<file path="config.mk">
export PLATFORM = sky130hd
export DESIGN_NAME = rx_word_aligner_flat
export DESIGN_NICKNAME = d
export VERILOG_FILES = /design/src/rtl/rx_word_aligner_pkg.sv /design/src/rtl/rx_word_aligner_if.sv /design/src/rtl/rx_word_aligner_disp_checker.sv /design/src/rtl/rx_word_aligner.sv /design/src/flat_wrapper.sv
export SDC_FILE = /design/constraint.sdc
export NUM_CORES = 1
export LEC_CHECK = 0
export BUFFER_PORTS_ARGS = -buffer_cell sky130_fd_sc_hd__buf_2
export CAP_MARGIN = 20
export CORE_MARGIN = 2
export CORE_UTILIZATION = 55
export CTS_BUF_LIST = sky130_fd_sc_hd__clkbuf_4 sky130_fd_sc_hd__clkbuf_8
export CTS_CLUSTER_DIAMETER = 100
export DETAILED_ROUTE_END_ITERATION = 8
export PLACE_DENSITY = 0.73
export RECOVER_POWER = 25
export SETUP_SLACK_MARGIN = 0.3
export SYNTH_ARGS = -nofsm -noshare
export SYNTH_HDL_FRONTEND = slang
export SYNTH_SLANG_ARGS = --single-unit
</file>
<file path="constraint.sdc">
create_clock -name clk -period 7.4 [get_ports clk]
set_input_delay 0.37 -clock clk [delete_from_list [all_inputs] [get_ports clk]]
set_output_delay 0.37 -clock clk [all_outputs]
set_load 0.01 [all_outputs]
</file>
<file path="src/rtl/rx_word_aligner_pkg.sv">
// Shared definitions for the receive word aligner: K28.5 code groups,
// 7-bit comma patterns, alignment FSM encoding and default thresholds.
// Build option: ALIGN_ANY_COMMA_EN widens comma detection to the 7-bit comma
// (so K28.1 / K28.7 also align); undefined means full K28.5 match only.
package rx_word_aligner_pkg;

    localparam logic [9:0] K285_RDN = 10'h0FA;
    localparam logic [9:0] K285_RDP = 10'h305;

    localparam logic [6:0] COMMA7_RDN = 7'b0011111;
    localparam logic [6:0] COMMA7_RDP = 7'b1100000;

    typedef enum logic [1:0] {
        ST_LOS  = 2'd0,
        ST_CD1  = 2'd1,
        ST_CD2  = 2'd2,
        ST_SYNC = 2'd3
    } align_state_t;

    localparam int COMMA_ACQ_DEF = 3;
    localparam int ERR_LIMIT_DEF = 4;
    localparam int GOOD_RUN_DEF  = 4;

    // True when the candidate code group counts as an alignment comma.
    function automatic logic is_comma(input logic [9:0] w);
`ifdef ALIGN_ANY_COMMA_EN
        return (w[9:3] == COMMA7_RDN) || (w[9:3] == COMMA7_RDP);
`else
        return (w == K285_RDN) || (w == K285_RDP);
`endif
    endfunction

endpackage

</file>
<file path="src/rtl/rx_word_aligner_if.sv">
// Bit-stream input and aligned code-group output bundle of the word aligner.
// master = line side / consumer (drives bits), slave = the aligner itself.
interface rx_word_aligner_if;
    import rx_word_aligner_pkg::*;

    logic       enb;
    logic       serial_in;
    logic [9:0] data10_out;
    logic       valid_out;
    logic       comma_out;
    logic       disp_err_out;
    logic       sync_out;

    modport master (
        output enb, serial_in,
        input  data10_out, valid_out, comma_out, disp_err_out, sync_out
    );

    modport slave (
        input  enb, serial_in,
        output data10_out, valid_out, comma_out, disp_err_out, sync_out
    );
endinterface

</file>
<file path="src/rtl/rx_word_aligner_disp_checker.sv">
// Combinational running-disparity check of one 10-bit code group.
// A group must carry 4, 5 or 6 ones, and an unbalanced group must move the
// running disparity toward the opposite sign.
module disp_checker
    import rx_word_aligner_pkg::*;
(
    input  logic [9:0] word,
    input  logic       rd_in,
    output logic       invalid,
    output logic       rd_out
);
    logic [3:0] ones;

    // Population count of the code group.
    always_comb begin
        ones = 4'd0;
        for (int i = 0; i < 10; i++) begin
            ones = ones + {3'b000, word[i]};
        end
    end

    // Validity against current RD and the RD that follows this group.
    always_comb begin
        invalid = 1'b0;
        rd_out  = rd_in;
        if (ones < 4'd4 || ones > 4'd6) begin
            invalid = 1'b1;
        end else if (ones == 4'd6 && rd_in) begin
            invalid = 1'b1;
        end else if (ones == 4'd4 && !rd_in) begin
            invalid = 1'b1;
        end
        if (ones == 4'd6) begin
            rd_out = 1'b1;
        end else if (ones == 4'd4) begin
            rd_out = 1'b0;
        end
    end
endmodule

</file>
<file path="src/rtl/rx_word_aligner.sv">
// Receive word aligner: shifts in one line bit per enabled clock, cuts the
// stream into 10-bit code groups, realigns on commas while not in sync and
// tracks link sync with an error-credit / good-run refund scheme.
// Build option: ALIGN_ANY_COMMA_EN (see package) selects 7-bit comma matching.
module rx_word_aligner
    import rx_word_aligner_pkg::*;
#(
    parameter int COMMA_ACQ = COMMA_ACQ_DEF,
    parameter int ERR_LIMIT = ERR_LIMIT_DEF,
    parameter int GOOD_RUN  = GOOD_RUN_DEF
) (
    input  logic             clk,
    input  logic             rst_n,
    rx_word_aligner_if.slave link
);
    localparam logic [7:0] ACQ_N  = 8'(COMMA_ACQ);
    localparam logic [7:0] ERR_N  = 8'(ERR_LIMIT);
    localparam logic [7:0] GOOD_N = 8'(GOOD_RUN);

    logic [9:0]   window_q;
    logic [9:0]   data_q;
    logic [9:0]   nxt;
    logic [3:0]   bit_cnt_q;
    logic         valid_q;
    logic         comma_q;
    logic         derr_q;
    logic         rd_q;
    logic         rd_d;
    logic         rd_ones;
    align_state_t state_q;
    align_state_t state_d;
    logic [7:0]   acq_q;
    logic [7:0]   acq_d;
    logic [7:0]   err_q;
    logic [7:0]   err_d;
    logic [7:0]   good_q;
    logic [7:0]   good_d;
    logic         comma_hit;
    logic         aligned_end;
    logic         realign;
    logic         boundary;
    logic         word_invalid;
    logic         good_comma;
    logic         step;
    logic         sync_o;

    assign nxt         = {window_q[8:0], link.serial_in};
    assign comma_hit   = is_comma(nxt);
    assign aligned_end = (bit_cnt_q == 4'd9);
    // Once in sync the boundary is trusted; stray commas must not move it.
    assign realign     = comma_hit && !aligned_end && (state_q != ST_SYNC);
    assign boundary    = aligned_end || realign;
    assign good_comma  = comma_hit && !word_invalid;
    assign step        = link.enb && boundary;

    disp_checker u_disp (
        .word    (nxt),
        .rd_in   (rd_q),
        .invalid (word_invalid),
        .rd_out  (rd_ones)
    );

    // RD after the boundary word; a valid K28.5 lands on its ending disparity.
    always_comb begin
        rd_d = rd_ones;
        if (good_comma && nxt == K285_RDN) begin
            rd_d = 1'b1;
        end else if (good_comma && nxt == K285_RDP) begin
            rd_d = 1'b0;
        end
    end

    // Shift register, bit counter and registered word outputs.
    always_ff @(posedge clk or negedge rst_n) begin
        if (!rst_n) begin
            window_q  <= '0;
            bit_cnt_q <= '0;
            data_q    <= '0;
            valid_q   <= 1'b0;
            comma_q   <= 1'b0;
            derr_q    <= 1'b0;
            rd_q      <= 1'b0;
        end else if (link.enb) begin
            window_q <= nxt;
            if (boundary) begin
                data_q    <= nxt;
                valid_q   <= 1'b1;
                comma_q   <= comma_hit;
                derr_q    <= word_invalid;
                rd_q      <= rd_d;
                bit_cnt_q <= '0;
            end else begin
                valid_q   <= 1'b0;
                bit_cnt_q <= bit_cnt_q + 4'd1;
            end
        end
    end

    // Sync FSM state and its counters.
    always_ff @(posedge clk or negedge rst_n) begin
        if (!rst_n) begin
            state_q <= ST_LOS;
            acq_q   <= '0;
            err_q   <= '0;
            good_q  <= '0;
        end else begin
            state_q <= state_d;
            acq_q   <= acq_d;
            err_q   <= err_d;
            good_q  <= good_d;
        end
    end

    // Next-state logic, evaluated only on enabled word boundaries.
    always_comb begin
        state_d = state_q;
        acq_d   = acq_q;
        err_d   = err_q;
        good_d  = good_q;
        if (step) begin
            unique case (state_q)
                ST_LOS: begin
                    if (good_comma) begin
                        state_d = ST_CD1;
                        acq_d   = 8'd1;
                    end
                end
                ST_CD1, ST_CD2: begin
                    if (word_invalid) begin
                        state_d = ST_LOS;
                    end else if (comma_hit) begin
                        if (realign) begin
                            state_d = ST_CD1;
                            acq_d   = 8'd1;
                        end else if (acq_q >= ACQ_N - 8'd1) begin
                            state_d = ST_SYNC;
                            err_d   = '0;
                            good_d  = '0;
                        end else begin
                            state_d = ST_CD2;
                            acq_d   = acq_q + 8'd1;
                        end
                    end
                end
                ST_SYNC: begin
                    if (word_invalid) begin
                        good_d = '0;
                        err_d  = err_q + 8'd1;
                        if (err_q >= ERR_N - 8'd1) begin
                            state_d = ST_LOS;
                        end
                    end else if (err_q != 8'd0 && good_q >= GOOD_N - 8'd1) begin
                        err_d  = err_q - 8'd1;
                        good_d = '0;
                    end else if (good_q < GOOD_N) begin
                        good_d = good_q + 8'd1;
                    end
                end
                default: state_d = ST_LOS;
            endcase
        end
    end

    // Moore output of the FSM.
    always_comb begin
        sync_o = (state_q == ST_SYNC);
    end

    assign link.data10_out   = data_q;
    assign link.valid_out    = valid_q;
    assign link.comma_out    = comma_q;
    assign link.disp_err_out = derr_q;
    assign link.sync_out     = sync_o;
endmodule
</file>
<file path="src/flat_wrapper.sv">
// flat-port wrapper written by rule: the top's interface ports become plain ports
module rx_word_aligner_flat import rx_word_aligner_pkg::*;
#(
    parameter int COMMA_ACQ = COMMA_ACQ_DEF,
    parameter int ERR_LIMIT = ERR_LIMIT_DEF,
    parameter int GOOD_RUN  = GOOD_RUN_DEF
)
  (clk, rst_n, link_enb, link_serial_in, link_data10_out, link_valid_out, link_comma_out, link_disp_err_out, link_sync_out);
  rx_word_aligner_if link_i ();
  input  logic clk;
  input  logic rst_n;
  input wire logic [$bits(link_i.enb)-1:0] link_enb;
  input wire logic [$bits(link_i.serial_in)-1:0] link_serial_in;
  output wire logic [$bits(link_i.data10_out)-1:0] link_data10_out;
  output wire logic [$bits(link_i.valid_out)-1:0] link_valid_out;
  output wire logic [$bits(link_i.comma_out)-1:0] link_comma_out;
  output wire logic [$bits(link_i.disp_err_out)-1:0] link_disp_err_out;
  output wire logic [$bits(link_i.sync_out)-1:0] link_sync_out;
  assign link_i.enb = link_enb;
  assign link_i.serial_in = link_serial_in;
  assign link_data10_out = link_i.data10_out;
  assign link_valid_out = link_i.valid_out;
  assign link_comma_out = link_i.comma_out;
  assign link_disp_err_out = link_i.disp_err_out;
  assign link_sync_out = link_i.sync_out;
  rx_word_aligner #(.COMMA_ACQ(COMMA_ACQ), .ERR_LIMIT(ERR_LIMIT), .GOOD_RUN(GOOD_RUN)) u_core (.clk(clk), .rst_n(rst_n), .link(link_i));
endmodule
</file>
==> results of run 1 <==
-- synthesized netlist by cell type (2+ instances only) --
cell	n
clkbuf_1	5
o21ai_1	2
nor4_1	2
fa_1	7
o221ai_1	2
a31oi_1	2
nor2b_1	3
nand2b_1	2
o21a_1	3
xnor2_1	3
nand2_1	21
nor3b_1	2
or3_1	2
and3_1	7
nand4_1	4
mux2i_1	7
o21ai_0	31
a21oi_1	11
and4_1	2
nand3_1	9
ha_1	17
a22o_1	2
dfrtp_1	53
nor2_1	24
o41ai_1	5
nor3_1	6
a211oi_1	2
a41oi_1	6
mux2_2	14
inv_1	30
or4_1	2
-- report_power, final --
part / total [mW] / switching [mW] / internal [mW]
Clock: 0.174 / 0.105 / 0.0686
Combinational: 0.839 / 0.504 / 0.336
Sequential: 0.430 / 0.0655 / 0.365
-- worst max path at each step --
stage,start,end,slack (ps),depth (start not counted)
final,u_core.window_q[2],u_core.err_q[6],2030,18
after global routing,u_core.window_q[2],u_core.err_q[6],1680,18
after floorplan,u_core.window_q[4],u_core.err_q[6],2580,18
after global placement,link_serial_in,u_core.err_q[6],2200,19
after detailed placement,link_serial_in,u_core.err_q[6],2010,19
after CTS,u_core.window_q[2],u_core.err_q[6],2010,18
-- area by class of cell --
cell class	instances	area (µm²)
clock buffer	5	68.8
clock inverter	3	25.0
fill	464	2140
inverter	30	113
multi-input combinational	222	1640
sequential	53	1330
tap	72	90.1
timing repair buffer	20	104
-- metal layers --
metal / wire, µm / GRT usage
met1: 2980 / 0.283
met2: 2980 / 0.386
met3: 205 / 0.0420
met4: 88 / 0.0759
met5: 0 / 0
-- critical path: cells and delay by family, from the launching register on --
kind	cells	cell delay, ps
AND/OR/NAND/NOR	3	720
adder cells (fa/ha/maj)	6	2620
buffers and inverters	4	430
flip-flops	1	500
AO/OA/AOI/OAI	4	820
XOR/XNOR	1	190
-- registers in the layout, summed over array words and instances (netlist names), 2 cells and up --
name	cells
u_core.err_q	8
u_core.good_q	8
u_core.bit_cnt_q	4
u_core.link.data10_out	10
u_core.state_q	2
u_core.window_q	9
u_core.acq_q	8
-- placed cells by master, fill, tap and decap left out, types with 3 or more instances in the layout --
master    count
nand3_1       9
nand4_1       4
a21oi_1      11
inv_1        30
fa_1          7
nand2_1      21
o21a_1        3
clkbuf_8      5
nor3_1        6
a41oi_1       6
mux2_2       14
o41ai_1       5
nor2_1       24
and3_1        7
dfrtp_1      53
nor2b_1       3
o21ai_0      31
buf_2        17
xnor2_1       3
ha_1         17
mux2i_1       7
-- cell families (layout without fill, tap and decap cells) --
family                   after synthesis  after routing  share of synthesized area
XOR/XNOR                               4              4                     0.0112
AO/OA/AOI/OAI                         77             77                      0.165
AND/OR/NAND/NOR                       96             96                      0.164
adder cells (fa/ha/maj)               24             24                      0.113
flip-flops                            53             53                      0.425
multiplexers                          21             21                     0.0730
buffers and inverters                 38             58                     0.0485
-- metrics by stage --
stage	power, mW	setup slack [ps]	cell area, µm²
4_1_cts	1.45	2010	3370
3_5_place_dp	1.27	2010	3280
5_1_grt	1.58	1680	3370
6_report	1.44	2030	3370
2_1_floorplan	1.07	2580	3120
3_3_place_gp	1.24	2200	3280
==> flow_metrics.py, run 1 <==
metrics = {
    "setup_path": {
        "worstReg2RegStart": "u_core.window_q[2]",
        "r2r_cells": 18,
        "slowest_stage": "fa_1",
        "reg2reg_slack_ps": 2030,
        "path_class": "reg -> reg",
        "path_max_fanout": 10,
        "crit_required_ps": 7610,
        "critPathLaunchType": "register",
        "max_stage_delay_ps": 510,
        "cp-end-kind": "register",
        "crit_top_cell": "fa_1",
        "worstPathArrival_ps": 5580,
        "r2r_end": "u_core.err_q[6]",
        "crit_chain": "fa_1 -> fa_1 -> inv_1 -> fa_1 -> inv_1 -> ha_1 -> inv_1 -> fa_1 -> xnor2_1 -> nor2_1 -> inv_1 -> fa_1 -> nor2b_1 -> o21ai_0 -> a21oi_1 -> o21a_1 -> nor3_1 -> o41ai_1",
    },
    "hold_path": {
        "holdPathEnd": "u_core.window_q[0]",
        "min_from": "link_serial_in",
        "hp-class": "in -> reg",
        "min_path_cells": 3,
    },
    "yosys": {
        "yosys_warnings": 0,
        "synth_seq_cells": 53,
        "ys_top_cells_by_area": "dfrtp_1 43%, ha_1 6.8%, mux2_2 5.1%",
        "synth-main-ff-cell": "dfrtp_1",
        "async_reset_ff_frac": 1.00,
        "yosys.area.top_type_share": 0.425,
        "synthCells": 313,
        "ys_seq_area_frac": 0.425,
        "synth-edff-count": 0,
        "synth_fp_nets": 341,
        "ys_types": 56,
        "yosysTopAreaCell": "dfrtp_1",
        "syn_avg_cell_area_um2": 9.97,
        "synth.cell_area_um2": 3120,
    },
    "sta": {
        "setup_tns_ps": 0,
        "worst_hold_slack_ps": 354,
        "fmax_mhz": 186,
        "hold_violations": 0,
        "slew_headroom": -0.832,
        "grt_setup_unrepaired": "false",
        "finalCritPeriodShare": 0.726,
        "finClkSkew_ps": 7.17,
        "final.min_clock_period_ps": 5370,
        "final-setup-viol-count": 0,
        "finalMaxSlewViolations": 54,
        "tightest_slew_ps": 2750,
    },
    "cells_and_area": {
        "area_growth_pct": 8.02,
        "stdcell_count": 405,
        "nNetsFinal": 360,
        "diodes": 0,
        "final_util": 0.612,
        "drive_gt1_frac": 0.147,
    },
    "global_route": {
        "grt_overflow": 0,
        "antenna_found_initial": 0,
        "grt_max_degree": 54,
        "grt_pass1_vias": 2464,
        "grt_pass1_wl_um": 11100,
        "grt_util_all_layers": 0.224,
    },
    "clock_network": {
        "cts_setup_buffers": 0,
        "cts_tree": "built",
        "ctsRootBufferMaster": "clkbuf_8",
        "clk_latency_ps": 320,
        "cts.sinks": 53,
        "cts_repair_resize_count": 0,
        "cts_buffer_depth": 2,
        "clkTransAtPathRegs_ps": 110,
        "cts_made_buffers": 5,
        "h-tree-depth": 2,
        "postCtsHoldBufs": 0,
    },
    "route": {
        "drt-pass1-iter-count": 4,
        "routedWlPerCell_um": 15.5,
        "viasPerCell": 5.90,
        "routed_wl_um": 6260,
        "vias": 2391,
        "postRouteAntennaNets": 0,
        "post-route-drc-count": 0,
        "drt_iter0_drc": 105,
    },
    "floorplan": {
        "core_um2": 5510,
        "die-area_um2": 6290,
        "num_rows": 27,
        "pin_count": 18,
        "fp.dieW_um": 79.3,
        "start_util": 0.567,
        "fp.dieH_um": 79.3,
    },
    "run": {
        "max-cap-violations": 1,
    },
    "placed_design": {
        "port_buffers": 17,
        "place_congestion": 0.937,
        "numPlacedInstances": 397,
        "hpwl_um": 4450,
    },
    "pwr": {
        "irDropWorstVdd_uv": 199,
        "p_leak_nw": 1.61,
        "powerDensity_nw_per_um2": 428,
    },
    "status": {
        "status": "finished with violations",
        "violations": "max-capacitance violations, max-slew violations",
    },
}
No activity file was read; power rests on OpenSTA's default activity.
==> inputs of run 2 (changes only) <==
ABC_AREA = 1   (was not set)
clock period = 5.45 ns   (was 7.4 ns; I/O delays follow)
==> run 2 against run 1 <==
  * The flow still finishes with violations (max-capacitance violations, max-slew violations)
  * Worst setup slack lost 1100 ps
  * Sequential share of layout area fell by 2.9 points
  * Non-clock buffer count down 2
  * Cell area is 7.8% higher
  * Synthesized cell count increased by 38%
  * Critical path depth grew 4
  * Sequential power rose by 17%
  * Register-to-register slack got worse by 1100 ps
  * Global-route usage shrank 0.52 points
  * Combinational power down 19%
  * Area after synthesis up 8.3%
  * Critical endpoint is now u_core.err_q[7]
  * Final cell count grew 30%
==> flow_metrics.py, run 2 <==
metrics = {
    "clock_network": {
        "clk_latency_ps": 310,
        "clkTransAtPathRegs_ps": 100,
        "h-tree-depth": 2,
        "ctsRootBufferMaster": "clkbuf_8",
        "cts.sinks": 53,
        "cts_setup_buffers": 0,
        "cts_tree": "built",
        "cts_repair_resize_count": 0,
        "postCtsHoldBufs": 0,
        "cts_made_buffers": 5,
        "cts_buffer_depth": 2,
    },
    "yosys": {
        "ys_top_cells_by_area": "dfrtp_1 39%, nand2_1 13%, ha_1 6.3%",
        "yosys_warnings": 0,
        "synth-edff-count": 0,
        "muxShareOfSynthArea": 0.00296,
        "synth-main-ff-cell": "dfrtp_1",
        "yosysTopAreaCell": "dfrtp_1",
        "synth_compound_area_frac": 0.0596,
        "yosys.area_share.simple": 0.342,
        "ys_seq_area_frac": 0.392,
        "synth.cell_area_um2": 3380,
        "yosys.cell_count.top_type": "nand2_1",
        "synthXorXnorAreaFrac": 0.0181,
        "ys_types": 39,
        "synth_seq_cells": 53,
        "synthCells": 432,
        "synth_top_family_by_area": "simple AND/OR/NAND/NOR gates",
        "synth_fp_nets": 460,
        "async_reset_ff_frac": 1.00,
        "yosys.area.top_type_share": 0.392,
        "synth_commonest_cells": "117 x nand2_1, 53 x dfrtp_1, 53 x inv_1, 48 x nor2_1, 32 x nand3_1",
        "yosys.area_share.adder": 0.104,
        "syn_avg_cell_area_um2": 7.83,
    },
    "cells_and_area": {
        "drive_gt1_frac": 0.140,
        "mostFrequentLayoutCells": "117 x nand2_1, 53 x inv_1, 53 x dfrtp_1, 48 x nor2_1, 32 x nand3_1",
        "nNetsFinal": 478,
        "largest_reg_flops": 10,
        "final_util": 0.614,
        "area_growth_pct": 7.51,
        "layout_commonest_cell": "nand2_1",
        "diodes": 0,
    },
    "run": {
        "max-cap-violations": 1,
    },
    "setup_path": {
        "path_max_fanout": 11,
        "reg2reg_slack_ps": 880,
        "critPathLaunchType": "register",
        "crit_required_ps": 5660,
        "worstPathArrival_ps": 4780,
        "path_class": "reg -> reg",
        "cp-end-kind": "register",
    },
    "sta": {
        "final.min_clock_period_ps": 4570,
        "hold_violations": 0,
        "grt_setup_unrepaired": "false",
        "finalMaxSlewViolations": 54,
        "finClkSkew_ps": 9.79,
        "setup_tns_ps": 0,
        "tightest_slew_ps": 2830,
        "fmax_mhz": 219,
        "slew_headroom": -0.888,
        "finalCritPeriodShare": 0.839,
        "final-setup-viol-count": 0,
        "worst_hold_slack_ps": 241,
    },
    "global_route": {
        "grt_util_all_layers": 0.219,
        "grt_overflow": 0,
        "antenna_found_initial": 0,
        "grt_pass1_vias": 2509,
        "grt_max_degree": 54,
        "grt_pass1_wl_um": 11500,
    },
    "pwr": {
        "p_leak_nw": 1.89,
        "irDropWorstVdd_uv": 233,
        "powerDensity_nw_per_um2": 399,
    },
    "floorplan": {
        "start_util": 0.571,
        "num_rows": 28,
        "fp.dieH_um": 82.4,
        "fp.dieW_um": 82.4,
        "pin_count": 18,
        "die-area_um2": 6790,
        "core_um2": 5920,
    },
    "route": {
        "routedWlPerCell_um": 12.5,
        "postRouteAntennaNets": 0,
        "post-route-drc-count": 0,
        "drt_iter0_drc": 147,
        "drt-pass1-iter-count": 4,
        "vias": 2649,
        "routed_wl_um": 6550,
        "viasPerCell": 5.05,
    },
    "hold_path": {
        "hp-class": "in -> reg",
    },
    "placed_design": {
        "place_congestion": 0.876,
        "hpwl_um": 4830,
        "port_buffers": 17,
    },
    "status": {
        "violations": "max-capacitance violations, max-slew violations",
        "status": "finished with violations",
    },
}
[run 2: changes by cell type after synthesis, moves of 7 or more]
cell,change
nand3_1,+23
and3_1,-7
o21ai_0,-10
nor2_1,+24
inv_1,+23
nand2_1,+96
mux2_2,-14
[run 2: area by class of cell]
cell class	instances	area, µm²
Inverter	62	238
Timing Repair Buffer	18	88.8
Clock buffer	5	68.8
Fill cell	538	2290
Tap cell	75	93.8
Clock inverter	2	38.8
Sequential cell	53	1330
Multi-Input combinational cell	310	1780
[run 2: metrics by stage]
step                power (mW)  instances  area, µm²  worst slack [ps]
finish                    1.45        525       3630               878
global route              1.57        525       3630               576
CTS                       1.46        525       3640               879
detailed placement        1.19        518       3530               885
global placement          1.16        518       3530              1010
floorplan                 1.04        432       3380              1190
[run 2: path summary, 6_finish.rpt]
check | start | end | cells after the start
setup / recovery | u_core.window_q[0] | u_core.err_q[7] | 22
hold / removal | link_serial_in | u_core.window_q[0] | 3
setup reg to reg | u_core.window_q[0] | u_core.err_q[7] | 22
hold reg to reg | u_core.link.data10_out[7] | u_core.link.data10_out[7] | 2
max in group asynchronous | rst_n | u_core.good_q[0] | 2
min in group asynchronous | rst_n | u_core.bit_cnt_q[0] | 2
[run 2: worst max-delay path: stages (launching register included)]
cell     delay, ps
dfrtp_1        430
fa_1           490
fa_1           510
inv_1           40
fa_1           420
inv_1           60
ha_1           150
inv_1           60
fa_1           560
inv_2           60
nor3_2         220
nor2_4         100
nand2_8        110
inv_4           90
ha_1           390
nand2_1        110
nand3_1        150
a21oi_1        180
nand3_1         90
nand2_1         60
nor2_1          40
nand3_1         90
nand2_1         50
[run 2: kinds of logic after synthesis]
logic type               Yosys count
AO/OA/AOI/OAI                     38
XOR/XNOR                           7
adder cells (fa/ha/maj)           24
flip-flops                        53
AND/OR/NAND/NOR                  240
buffers and inverters             69
multiplexers                       1
[run 2: routing by layer]
layer / up-vias / share of wire / track usage
met5: - / 0 / 0
met4: 0 / 0.0058 / 0.0567
met3: 4 / 0.028 / 0.0359
met2: 31 / 0.47 / 0.353
met1: 1230 / 0.49 / 0.306
li1: 1384 / - / -
[run 2: power by group]
part | leakage [nW] | internal (mW) | total [mW] | switching (mW)
sequential | 0.660 | 0.459 | 0.504 | 0.0443
combinational | 1.18 | 0.249 | 0.679 | 0.430
clock | 0.0546 | 0.136 | 0.269 | 0.133
total | 1.89 | 0.845 | 1.45 | 0.607
